$ cat src/rtl/axis_arb_pkg.sv
// Shared types for the two-port packet arbiter: FSM states, default widths, port indices,
// and the round-robin pick rule used when both requesters are valid.
package axis_arb_pkg;

  localparam int unsigned AXIS_TDATA_W_DEF = 32;
  localparam int unsigned PKT_CNT_W_DEF    = 16;

  localparam logic PORT0 = 1'b0;
  localparam logic PORT1 = 1'b1;

  typedef enum logic [1:0] {
    ST_IDLE = 2'd0,
    ST_GNT0 = 2'd1,
    ST_GNT1 = 2'd2
  } arb_state_e;

  // On a tie the port that did not win last time gets the grant.
  function automatic logic arb_pick(input logic vld0, input logic vld1, input logic last_grant);
    if (vld0 && vld1) return ~last_grant;
    return vld1 ? PORT1 : PORT0;
  endfunction

  function automatic arb_state_e grant_state(input logic port);
    return port ? ST_GNT1 : ST_GNT0;
  endfunction

endpackage

$ cat src/rtl/axis_packet_arbiter_if.sv
// AXI-Stream beat bundle (data/strb/last with valid-ready); master drives the beat, slave drives tready.
interface axis_if
  import axis_arb_pkg::*;
#(
  parameter int unsigned DW = AXIS_TDATA_W_DEF
);
  logic [DW-1:0]   tdata;
  logic [DW/8-1:0] tstrb;
  logic            tvalid;
  logic            tlast;
  logic            tready;

  modport master (output tdata, tstrb, tvalid, tlast, input tready);
  modport slave  (input tdata, tstrb, tvalid, tlast, output tready);
endinterface

$ cat src/rtl/axis_skid_fifo2.sv
// Two-entry in-order register FIFO; head is read straight from storage flops (1-cycle push-to-visible).
// Pushes when full and pops when empty are ignored; the caller throttles with count.
module axis_skid_fifo2
  import axis_arb_pkg::*;
#(
  parameter int unsigned W = AXIS_TDATA_W_DEF + AXIS_TDATA_W_DEF/8 + 1
) (
  input  logic         clk,
  input  logic         rst_n,
  input  logic         push,
  input  logic [W-1:0] push_dat,
  input  logic         pop,
  output logic [W-1:0] head_dat,
  output logic [1:0]   count
);

  logic [W-1:0] mem_q [2];
  logic [W-1:0] mem_d [2];
  logic         wr_ptr_q, wr_ptr_d;
  logic         rd_ptr_q, rd_ptr_d;
  logic [1:0]   count_q, count_d;
  logic         push_ok, pop_ok;

  assign push_ok = push && (count_q != 2'd2);
  assign pop_ok  = pop && (count_q != 2'd0);

  always_comb begin
    mem_d    = mem_q;
    wr_ptr_d = wr_ptr_q;
    rd_ptr_d = rd_ptr_q;
    if (push_ok) begin
      mem_d[wr_ptr_q] = push_dat;
      wr_ptr_d        = ~wr_ptr_q;
    end
    if (pop_ok) rd_ptr_d = ~rd_ptr_q;
    count_d = count_q + 2'(push_ok) - 2'(pop_ok);
  end

  always_ff @(posedge clk or negedge rst_n) begin
    if (!rst_n) begin
      mem_q[0] <= '0;
      mem_q[1] <= '0;
      wr_ptr_q <= 1'b0;
      rd_ptr_q <= 1'b0;
      count_q  <= 2'd0;
    end else begin
      mem_q    <= mem_d;
      wr_ptr_q <= wr_ptr_d;
      rd_ptr_q <= rd_ptr_d;
      count_q  <= count_d;
    end
  end

  assign head_dat = mem_q[rd_ptr_q];
  assign count    = count_q;

endmodule

$ cat src/rtl/axis_packet_arbiter.sv
// Packet-granular round-robin arbiter of two AXI-Stream requesters into one output; 1-cycle latency,
// 1 beat/cycle. Granted tready drops when the 2-entry output buffer is full; the idle port always sees tready=0.
module axis_packet_arbiter
  import axis_arb_pkg::*;
#(
  parameter int unsigned C_AXIS_TDATA_WIDTH = AXIS_TDATA_W_DEF,
  parameter int unsigned C_PKT_CNT_WIDTH    = PKT_CNT_W_DEF
) (
  input  logic                       axis_aclk,
  input  logic                       axis_aresetn,
  input  logic                       arb_enable,
  axis_if.slave                      s00_axis,
  axis_if.slave                      s01_axis,
  axis_if.master                     m00_axis,
  output logic [C_PKT_CNT_WIDTH-1:0] pkt_cnt0,
  output logic [C_PKT_CNT_WIDTH-1:0] pkt_cnt1,
  output logic                       busy
);

  localparam int unsigned SW = C_AXIS_TDATA_WIDTH / 8;
  localparam int unsigned BW = C_AXIS_TDATA_WIDTH + SW + 1;

  arb_state_e                 state_q, state_d;
  logic                       last_grant_q, last_grant_d;
  logic [C_PKT_CNT_WIDTH-1:0] pkt_cnt0_q, pkt_cnt0_d;
  logic [C_PKT_CNT_WIDTH-1:0] pkt_cnt1_q, pkt_cnt1_d;
  logic                       rdy0, rdy1, room;
  logic                       push, pop, head_last;
  logic [BW-1:0]              push_dat, head_dat;
  logic [1:0]                 fifo_cnt;

  assign room = (fifo_cnt != 2'd2);

  // At a tlast the finishing port's tvalid belongs to the beat being accepted, so only the
  // other port counts as a fresh request; this hands over with no dead cycle and never parks a grant.
  always_comb begin
    state_d      = state_q;
    last_grant_d = last_grant_q;
    pkt_cnt0_d   = pkt_cnt0_q;
    pkt_cnt1_d   = pkt_cnt1_q;
    rdy0         = 1'b0;
    rdy1         = 1'b0;
    case (state_q)
      ST_IDLE: begin
        if (arb_enable && (s00_axis.tvalid || s01_axis.tvalid))
          state_d = grant_state(arb_pick(s00_axis.tvalid, s01_axis.tvalid, last_grant_q));
      end
      ST_GNT0: begin
        rdy0 = room;
        if (s00_axis.tvalid && rdy0 && s00_axis.tlast) begin
          last_grant_d = PORT0;
          pkt_cnt0_d   = pkt_cnt0_q + C_PKT_CNT_WIDTH'(1);
          state_d      = (arb_enable && s01_axis.tvalid) ? grant_state(arb_pick(1'b0, 1'b1, PORT0)) : ST_IDLE;
        end
      end
      ST_GNT1: begin
        rdy1 = room;
        if (s01_axis.tvalid && rdy1 && s01_axis.tlast) begin
          last_grant_d = PORT1;
          pkt_cnt1_d   = pkt_cnt1_q + C_PKT_CNT_WIDTH'(1);
          state_d      = (arb_enable && s00_axis.tvalid) ? grant_state(arb_pick(1'b1, 1'b0, PORT1)) : ST_IDLE;
        end
      end
      default: state_d = ST_IDLE;
    endcase
  end

  always_ff @(posedge axis_aclk or negedge axis_aresetn) begin
    if (!axis_aresetn) begin
      state_q      <= ST_IDLE;
      last_grant_q <= PORT1;
      pkt_cnt0_q   <= '0;
      pkt_cnt1_q   <= '0;
    end else begin
      state_q      <= state_d;
      last_grant_q <= last_grant_d;
      pkt_cnt0_q   <= pkt_cnt0_d;
      pkt_cnt1_q   <= pkt_cnt1_d;
    end
  end

  assign s00_axis.tready = rdy0;
  assign s01_axis.tready = rdy1;

  assign push     = (s00_axis.tvalid && rdy0) || (s01_axis.tvalid && rdy1);
  assign push_dat = (state_q == ST_GNT1) ? {s01_axis.tdata, s01_axis.tstrb, s01_axis.tlast}
                                         : {s00_axis.tdata, s00_axis.tstrb, s00_axis.tlast};
  assign pop      = m00_axis.tvalid && m00_axis.tready;

  axis_skid_fifo2 #(.W(BW)) u_fifo (
    .clk      (axis_aclk),
    .rst_n    (axis_aresetn),
    .push     (push),
    .push_dat (push_dat),
    .pop      (pop),
    .head_dat (head_dat),
    .count    (fifo_cnt)
  );

  assign {m00_axis.tdata, m00_axis.tstrb, head_last} = head_dat;
  assign m00_axis.tvalid = (fifo_cnt != 2'd0);
  assign m00_axis.tlast  = head_last && m00_axis.tvalid;

  assign pkt_cnt0 = pkt_cnt0_q;
  assign pkt_cnt1 = pkt_cnt1_q;
  assign busy     = (state_q != ST_IDLE) || (fifo_cnt != 2'd0);

endmodule

$ cat src/flat_wrapper.sv
// flat-port wrapper written by rule: the top's interface ports become plain ports
module axis_packet_arbiter_flat import axis_arb_pkg::*;
#(
  parameter int unsigned C_AXIS_TDATA_WIDTH = AXIS_TDATA_W_DEF,
  parameter int unsigned C_PKT_CNT_WIDTH    = PKT_CNT_W_DEF
)
  (axis_aclk, axis_aresetn, arb_enable, pkt_cnt0, pkt_cnt1, busy, s00_axis_tdata, s00_axis_tstrb, s00_axis_tvalid, s00_axis_tlast, s00_axis_tready, s01_axis_tdata, s01_axis_tstrb, s01_axis_tvalid, s01_axis_tlast, s01_axis_tready, m00_axis_tdata, m00_axis_tstrb, m00_axis_tvalid, m00_axis_tlast, m00_axis_tready);
  axis_if #(.DW(32)) s00_axis_i ();
  axis_if #(.DW(32)) s01_axis_i ();
  axis_if #(.DW(32)) m00_axis_i ();
  input  logic axis_aclk;
  input  logic axis_aresetn;
  input  logic arb_enable;
  output logic [C_PKT_CNT_WIDTH-1:0] pkt_cnt0;
  output logic [C_PKT_CNT_WIDTH-1:0] pkt_cnt1;
  output logic busy;
  input wire logic [$bits(s00_axis_i.tdata)-1:0] s00_axis_tdata;
  input wire logic [$bits(s00_axis_i.tstrb)-1:0] s00_axis_tstrb;
  input wire logic [$bits(s00_axis_i.tvalid)-1:0] s00_axis_tvalid;
  input wire logic [$bits(s00_axis_i.tlast)-1:0] s00_axis_tlast;
  output wire logic [$bits(s00_axis_i.tready)-1:0] s00_axis_tready;
  input wire logic [$bits(s01_axis_i.tdata)-1:0] s01_axis_tdata;
  input wire logic [$bits(s01_axis_i.tstrb)-1:0] s01_axis_tstrb;
  input wire logic [$bits(s01_axis_i.tvalid)-1:0] s01_axis_tvalid;
  input wire logic [$bits(s01_axis_i.tlast)-1:0] s01_axis_tlast;
  output wire logic [$bits(s01_axis_i.tready)-1:0] s01_axis_tready;
  output wire logic [$bits(m00_axis_i.tdata)-1:0] m00_axis_tdata;
  output wire logic [$bits(m00_axis_i.tstrb)-1:0] m00_axis_tstrb;
  output wire logic [$bits(m00_axis_i.tvalid)-1:0] m00_axis_tvalid;
  output wire logic [$bits(m00_axis_i.tlast)-1:0] m00_axis_tlast;
  input wire logic [$bits(m00_axis_i.tready)-1:0] m00_axis_tready;
  assign s00_axis_i.tdata = s00_axis_tdata;
  assign s00_axis_i.tstrb = s00_axis_tstrb;
  assign s00_axis_i.tvalid = s00_axis_tvalid;
  assign s00_axis_i.tlast = s00_axis_tlast;
  assign s00_axis_tready = s00_axis_i.tready;
  assign s01_axis_i.tdata = s01_axis_tdata;
  assign s01_axis_i.tstrb = s01_axis_tstrb;
  assign s01_axis_i.tvalid = s01_axis_tvalid;
  assign s01_axis_i.tlast = s01_axis_tlast;
  assign s01_axis_tready = s01_axis_i.tready;
  assign m00_axis_tdata = m00_axis_i.tdata;
  assign m00_axis_tstrb = m00_axis_i.tstrb;
  assign m00_axis_tvalid = m00_axis_i.tvalid;
  assign m00_axis_tlast = m00_axis_i.tlast;
  assign m00_axis_i.tready = m00_axis_tready;
  axis_packet_arbiter #(.C_AXIS_TDATA_WIDTH(C_AXIS_TDATA_WIDTH), .C_PKT_CNT_WIDTH(C_PKT_CNT_WIDTH)) u_core (.axis_aclk(axis_aclk), .axis_aresetn(axis_aresetn), .arb_enable(arb_enable), .s00_axis(s00_axis_i), .s01_axis(s01_axis_i), .m00_axis(m00_axis_i), .pkt_cnt0(pkt_cnt0), .pkt_cnt1(pkt_cnt1), .busy(busy));
endmodule
$ cat config.mk
export PLATFORM = sky130hd
export DESIGN_NAME = axis_packet_arbiter_flat
export DESIGN_NICKNAME = d
export VERILOG_FILES = /design/src/rtl/axis_arb_pkg.sv /design/src/rtl/axis_packet_arbiter_if.sv /design/src/rtl/axis_skid_fifo2.sv /design/src/rtl/axis_packet_arbiter.sv /design/src/flat_wrapper.sv
export SDC_FILE = /design/constraint.sdc
export NUM_CORES = 1
export LEC_CHECK = 0
export BUFFER_PORTS_ARGS = -buffer_cell sky130_fd_sc_hd__buf_2
export CORE_AREA = 8 8 107 109
export CTS_CLUSTER_SIZE = 20
export DETAILED_ROUTE_END_ITERATION = 8
export DIE_AREA = 0 0 115 117
export PLACE_DENSITY_LB_ADDON = 0.15
export SKIP_LAST_GASP = 1
export SLEW_MARGIN = 20
export SYNTH_ARGS = -nofsm -noshare
export SYNTH_HDL_FRONTEND = slang
export SYNTH_SLANG_ARGS = --single-unit
$ cat constraint.sdc
create_clock -name axis_aclk -period 4.87 [get_ports axis_aclk]
set_input_delay 0.974 -clock axis_aclk [delete_from_list [all_inputs] [get_ports axis_aclk]]
set_output_delay 0.974 -clock axis_aclk [all_outputs]
set_load 0.01 [all_outputs]
After elaboration in Yosys (flattened, before gate mapping)
Index checks and enable logic that the tools add are counted.
Cells by class
  reduce and logical (&&, ||, !) cells: 26
  mux-type cells: 27
  bitwise logic cells: 5
  equality and inequality tests: 6
  add/subtract/negate cells: 4
  $lt $le $gt $ge: 3
Operators by type and width (number)
  $mux W37: 5
  $bwmux W74: 1
  $demux W37 S1: 1
  $add A16 B1 Y16 const B: 2
  $logic_and A1 B1 Y1: 15
  $mux W1: 13
  $mux W2: 5
  $ne A2 B1 Y1 const B: 3
  $pmux W2 S3: 1
  $reduce_and A3 Y1: 2
  $reduce_bool A2 Y1: 3
  $ge A2 B2 Y1 const B: 2
  $not A1 Y2: 2
  $reduce_and A2 Y1: 2
  $logic_or A1 B1 Y1: 3
  $not A1 Y1: 3
  $add A2 B1 Y2: 1
  $eq A2 B1 Y1 const B: 1
  $eq A2 B2 Y1 const B: 1
  $logic_not A2 Y1: 1
  $lt A2 B1 Y1 const B: 1
  $ne A2 B2 Y1 const B: 1
  $pmux W1 S2: 1
  $sub A2 B1 Y2: 1
Storage, ports and cells
  word-level logic and storage cells: 80
  register bits: 113
  output and inout port bits: 73
  bits of input ports: 80

Depth between registers and ports, before layout
  depth in word-level cells: 10
  mapped depth: 8
  depth with buffers taken out: 7

Hierarchy
Synthesis repeated with hierarchy kept, for this count alone.
Second synthesis, totals
  cell total of the unflattened synthesis: 491
  area total of the unflattened synthesis: 5705.5 um^2
Modules (own cells, without submodules)
  axis_skid_fifo2: cells an instance 216, times used 1, sequential area each 1951.9 um^2, area each 3555.9 um^2
  axis_packet_arbiter: cells an instance 275, times used 1, sequential area each 877.1 um^2, area each 2149.6 um^2

Worst setup path after synthesis
OpenSTA, ideal clock, no wires.
  path kind: reg2out
  from: reg u_core.u_fifo.rd_ptr_q
  to: out m00_axis_tdata[23]
  data arrival time: 1.431 ns
  path buffers: 2
  data required time: 3.896 ns
  stages on the path, launching flop included: 4
  slack: 2.465 ns
  cell sequence: dfrtp_1 clkbuf_1 clkbuf_1 mux2_2
Between the ends
  word-level cells in the longest chain between the ends: 4
Ends and longest elaborated chain
  from (decl): RTL line axis_skid_fifo2.sv:20  | logic rd_ptr_q, rd_ptr_d;
  from (signal assigned): RTL line axis_skid_fifo2.sv:49  | rd_ptr_q <= rd_ptr_d;
  $not A1 Y2 (not written as such): RTL line axis_skid_fifo2.sv:54  | assign head_dat = mem_q[rd_ptr_q];
  $mux W37 (not written as such) (3 in series): RTL line axis_skid_fifo2.sv:54
  to (decl): RTL line flat_wrapper.sv:27  | output wire logic [$bits(m00_axis_i.tdata)-1:0] m00_axis_tdata;
No other way between the ends. The select of a mux whose other input is x is not followed.

Final worst setup path
  from: reg u_core.u_fifo.rd_ptr_q
  to: out m00_axis_tdata[10]
The elaborated chain is that of the path after synthesis.

==> results.toml <==
[critical_path]
path_cells = "mux2_2 > buf_2"
critPathArrivalTime_ns = 2.04
critPathKind = "flop to output port"
worstSetupEndpointType = "output port"
critPathBufInv = 1
cpPeakStageDelay_ns = 0.95
worstPathMaxFanout = 38
slowest_stage = "dfrtp_2"
crit_path_start_kind = "flop"
cp_top_family = "flip-flops"
crit_required_ns = 3.90

[yosys]
netlist_instances = 494
yosysWarnings = 0
synth-seq-area-share = 0.5330
synth_common_cells = "dfrtp_1 (112), nand2_1 (53), nor2_1 (46)"
synth-edff-count = 0
synth-seq-cells = 113
synth.net_count = 578
async_flop_share = 1.000
syn_avg_cell_area_um2 = 10.74
synth.distinct_cells = 37
synth-main-ff-cell = "dfrtp_1"
synthTopCellsByArea = "dfrtp_1 (53%), mux2_2 (8.1%), mux2i_1 (7.2%)"
synth.largest_area_cell = "dfrtp_1"
synth_most_common_cell = "dfrtp_1"
synth_top_cell_area_share = 0.5281
syn_area_um2 = 5308

[global_routing]
antenna_found_initial = 0
track_usage = 0.1901
overflow = 0
grt_pass1_vias = 4315
grt_max_degree = 88
grt_pass1_wl_um = 20250

[die]
ios = 153
start_util = 0.5357
num_rows = 37
die_w_um = 115
core_area_um2 = 9907
die_h_um = 117
fp.dieArea_um2 = 13460

[routing]
vias = 4090
vias_per_cell = 5.177
first_pass_iters = 4
ant_nets = 0
drtIter0Drc = 128
drt-total-wl_um = 12360
drc = 0
avgRoutedWirePerCell_um = 15.65

[power]
sw_frac_of_total = 0.3477
sequentialPowerShare = 0.373
p_switching_w = 0.001484
p_per_area_nw_per_um2 = 633.9
p_leak_nw = 3.208
vdd_ir_drop_max_uv = 306.8
power.share.clock = 0.282
power.total_w = 0.004269
p_int_w = 0.002785
combPwrFrac = 0.345

[placed_design]
hpwl_um = 8505
place.gp.congestion = 0.7837
port-buffer-count = 152

[sta]
relSlewSlack = 0.4090
tns_ns = 0
worst_pin_slew_ns = 0.8865
fmax_mhz = 332.0
hold_viol = 0
fin_crit_sh = 0.6184
final-max-slew-violation-count = 0
rsz0062_at_grt = "no"
clock_skew_ns = 0.008914
setup_viol = 0
layout_min_cycle_time_ns = 3.012

[cts]
cts_resized = 0
cts_tree = "done"
post-cts-setup-buffers = 0
clk_latency_ns = 0.51
clk_path_buf_depth = 2
cts_buffers = 17
clkTransAtPathRegs_ns = 0.06
clock-sinks = 113
h-tree-depth = 4
cts_root_buffer = "clkbuf_8"
cts_hold_buffers = 0

[flow_run]
maxCapViolations = 0

[finish]
n_fill_cell = 820
drive_gt1_frac = 0.3563
nets = 726
area_growth_pct = 26.87
final_util = 0.6797
diodes = 0

[run_status]
outcome = "completed"

[hold_path]
min_path_type = "flop to flop"
## kinds of logic (layout without fill, tap and decap cells)
family                     count (synthesis)  count (layout)  synth area share
and+or+nand+nor                          149             149            0.1367
DFF                                      113             113            0.5330
AOI/OAI and AO/OA                         87              87           0.08510
muxes                                     76              76            0.1523
xor gates and xnor gates                  34              34           0.05610
buffers and inverters                     31             191           0.02734
adders and majority gates                  4               4          0.009430
## power groups by stage
stage,Sequential (W),Combinational (W),Clock (W)
after global placement,0.00159,0.00144,0
final,0.00159,0.00147,0.00120
after CTS,0.00160,0.00150,0.00122
after detailed placement,0.00160,0.00149,0
after global routing,0.00164,0.00165,0.00127
after floorplan,0.00147,0.00109,0
## worst register-to-register path: stages, from the launching register on
cell and delay, ns:
dfrtp_1 0.46, nand2b_1 0.25, or3_1 0.59, nor4_4 0.37
xor2_1 0.17
## stage by stage
step                      instance area (µm²)  hold slack [ns]  setup slack [ns]  cells
final                                    6734           0.4644             1.858    790
after global routing                     6734           0.4725             1.751    790
after CTS                                6730           0.4706             1.819    790
after detailed placement                 6150           0.4619             2.366    759
after global placement                   6150           0.4552             2.364    759
after floorplan                          5308           0.4444             2.465    494
## layout by cell type, fill, tap and decap left out, drive strengths merged, types with 6 or more instances in the layout
| cell type | count |
|---|---|
| mux2 | 38 |
| nor2 | 46 |
| mux2i | 38 |
| clkbuf | 18 |
| a21oi | 40 |
| nand2 | 53 |
| inv | 6 |
| buf | 156 |
| nor3 | 6 |
| nand4 | 9 |
| dfrtp | 112 |
| o21ai | 41 |
| nand3 | 12 |
| xor2 | 12 |
| xnor2 | 22 |
## path summary, 6_finish.rpt
check	from	to	slack [ns]	depth (start not counted)
setup / recovery	u_core.u_fifo.rd_ptr_q	m00_axis_tdata[10]	1.86	2
hold / removal	u_core.pkt_cnt1[15]	u_core.pkt_cnt1[15]	0.46	1
setup reg to reg	u_core.state_q[1]	u_core.pkt_cnt0[13]	2.97	4
hold reg to reg	u_core.pkt_cnt1[15]	u_core.pkt_cnt1[15]	0.46	1
max in group asynchronous	axis_aresetn	u_core.u_fifo.mem_q[56]	3.46	2
min in group asynchronous	axis_aresetn	u_core.u_fifo.mem_q[9]	0.52	1
## layout make-up
cell class | count | area [µm²] | share of cell area
clock buffer | 18 | 417.9 | 0.06206
inverter | 4 | 15.01 | 0.002230
tap | 136 | 170.2 | 0.02527
timing repair buffer | 156 | 797.0 | 0.1184
clock inverter | 13 | 162.7 | 0.02415
multi-input combinational | 350 | 2341 | 0.3476
sequential | 113 | 2830 | 0.4203
## state kept, by name, summed over array words and instances, names as in the netlist
register                flops
u_core.state_q              2
u_core.u_fifo.rd_ptr_q      1
u_core.u_fifo.count         2
u_core.u_fifo.wr_ptr_q      1
u_core.pkt_cnt0            16
u_core.u_fifo.mem_q        74
u_core.last_grant_q         1
u_core.pkt_cnt1            16
## per-layer routing
| metal | share of wire | track usage | vias up |
|---|---|---|---|
| li1 | - | - | 2001 |
| met1 | 0.41 | 0.2180 | 1955 |
| met2 | 0.50 | 0.3219 | 122 |
| met3 | 0.081 | 0.07286 | 12 |
| met4 | 0.011 | 0.06130 | 0 |
| met5 | 0 | 0 | - |
Note: power is estimated with default switching activity, not from simulation.
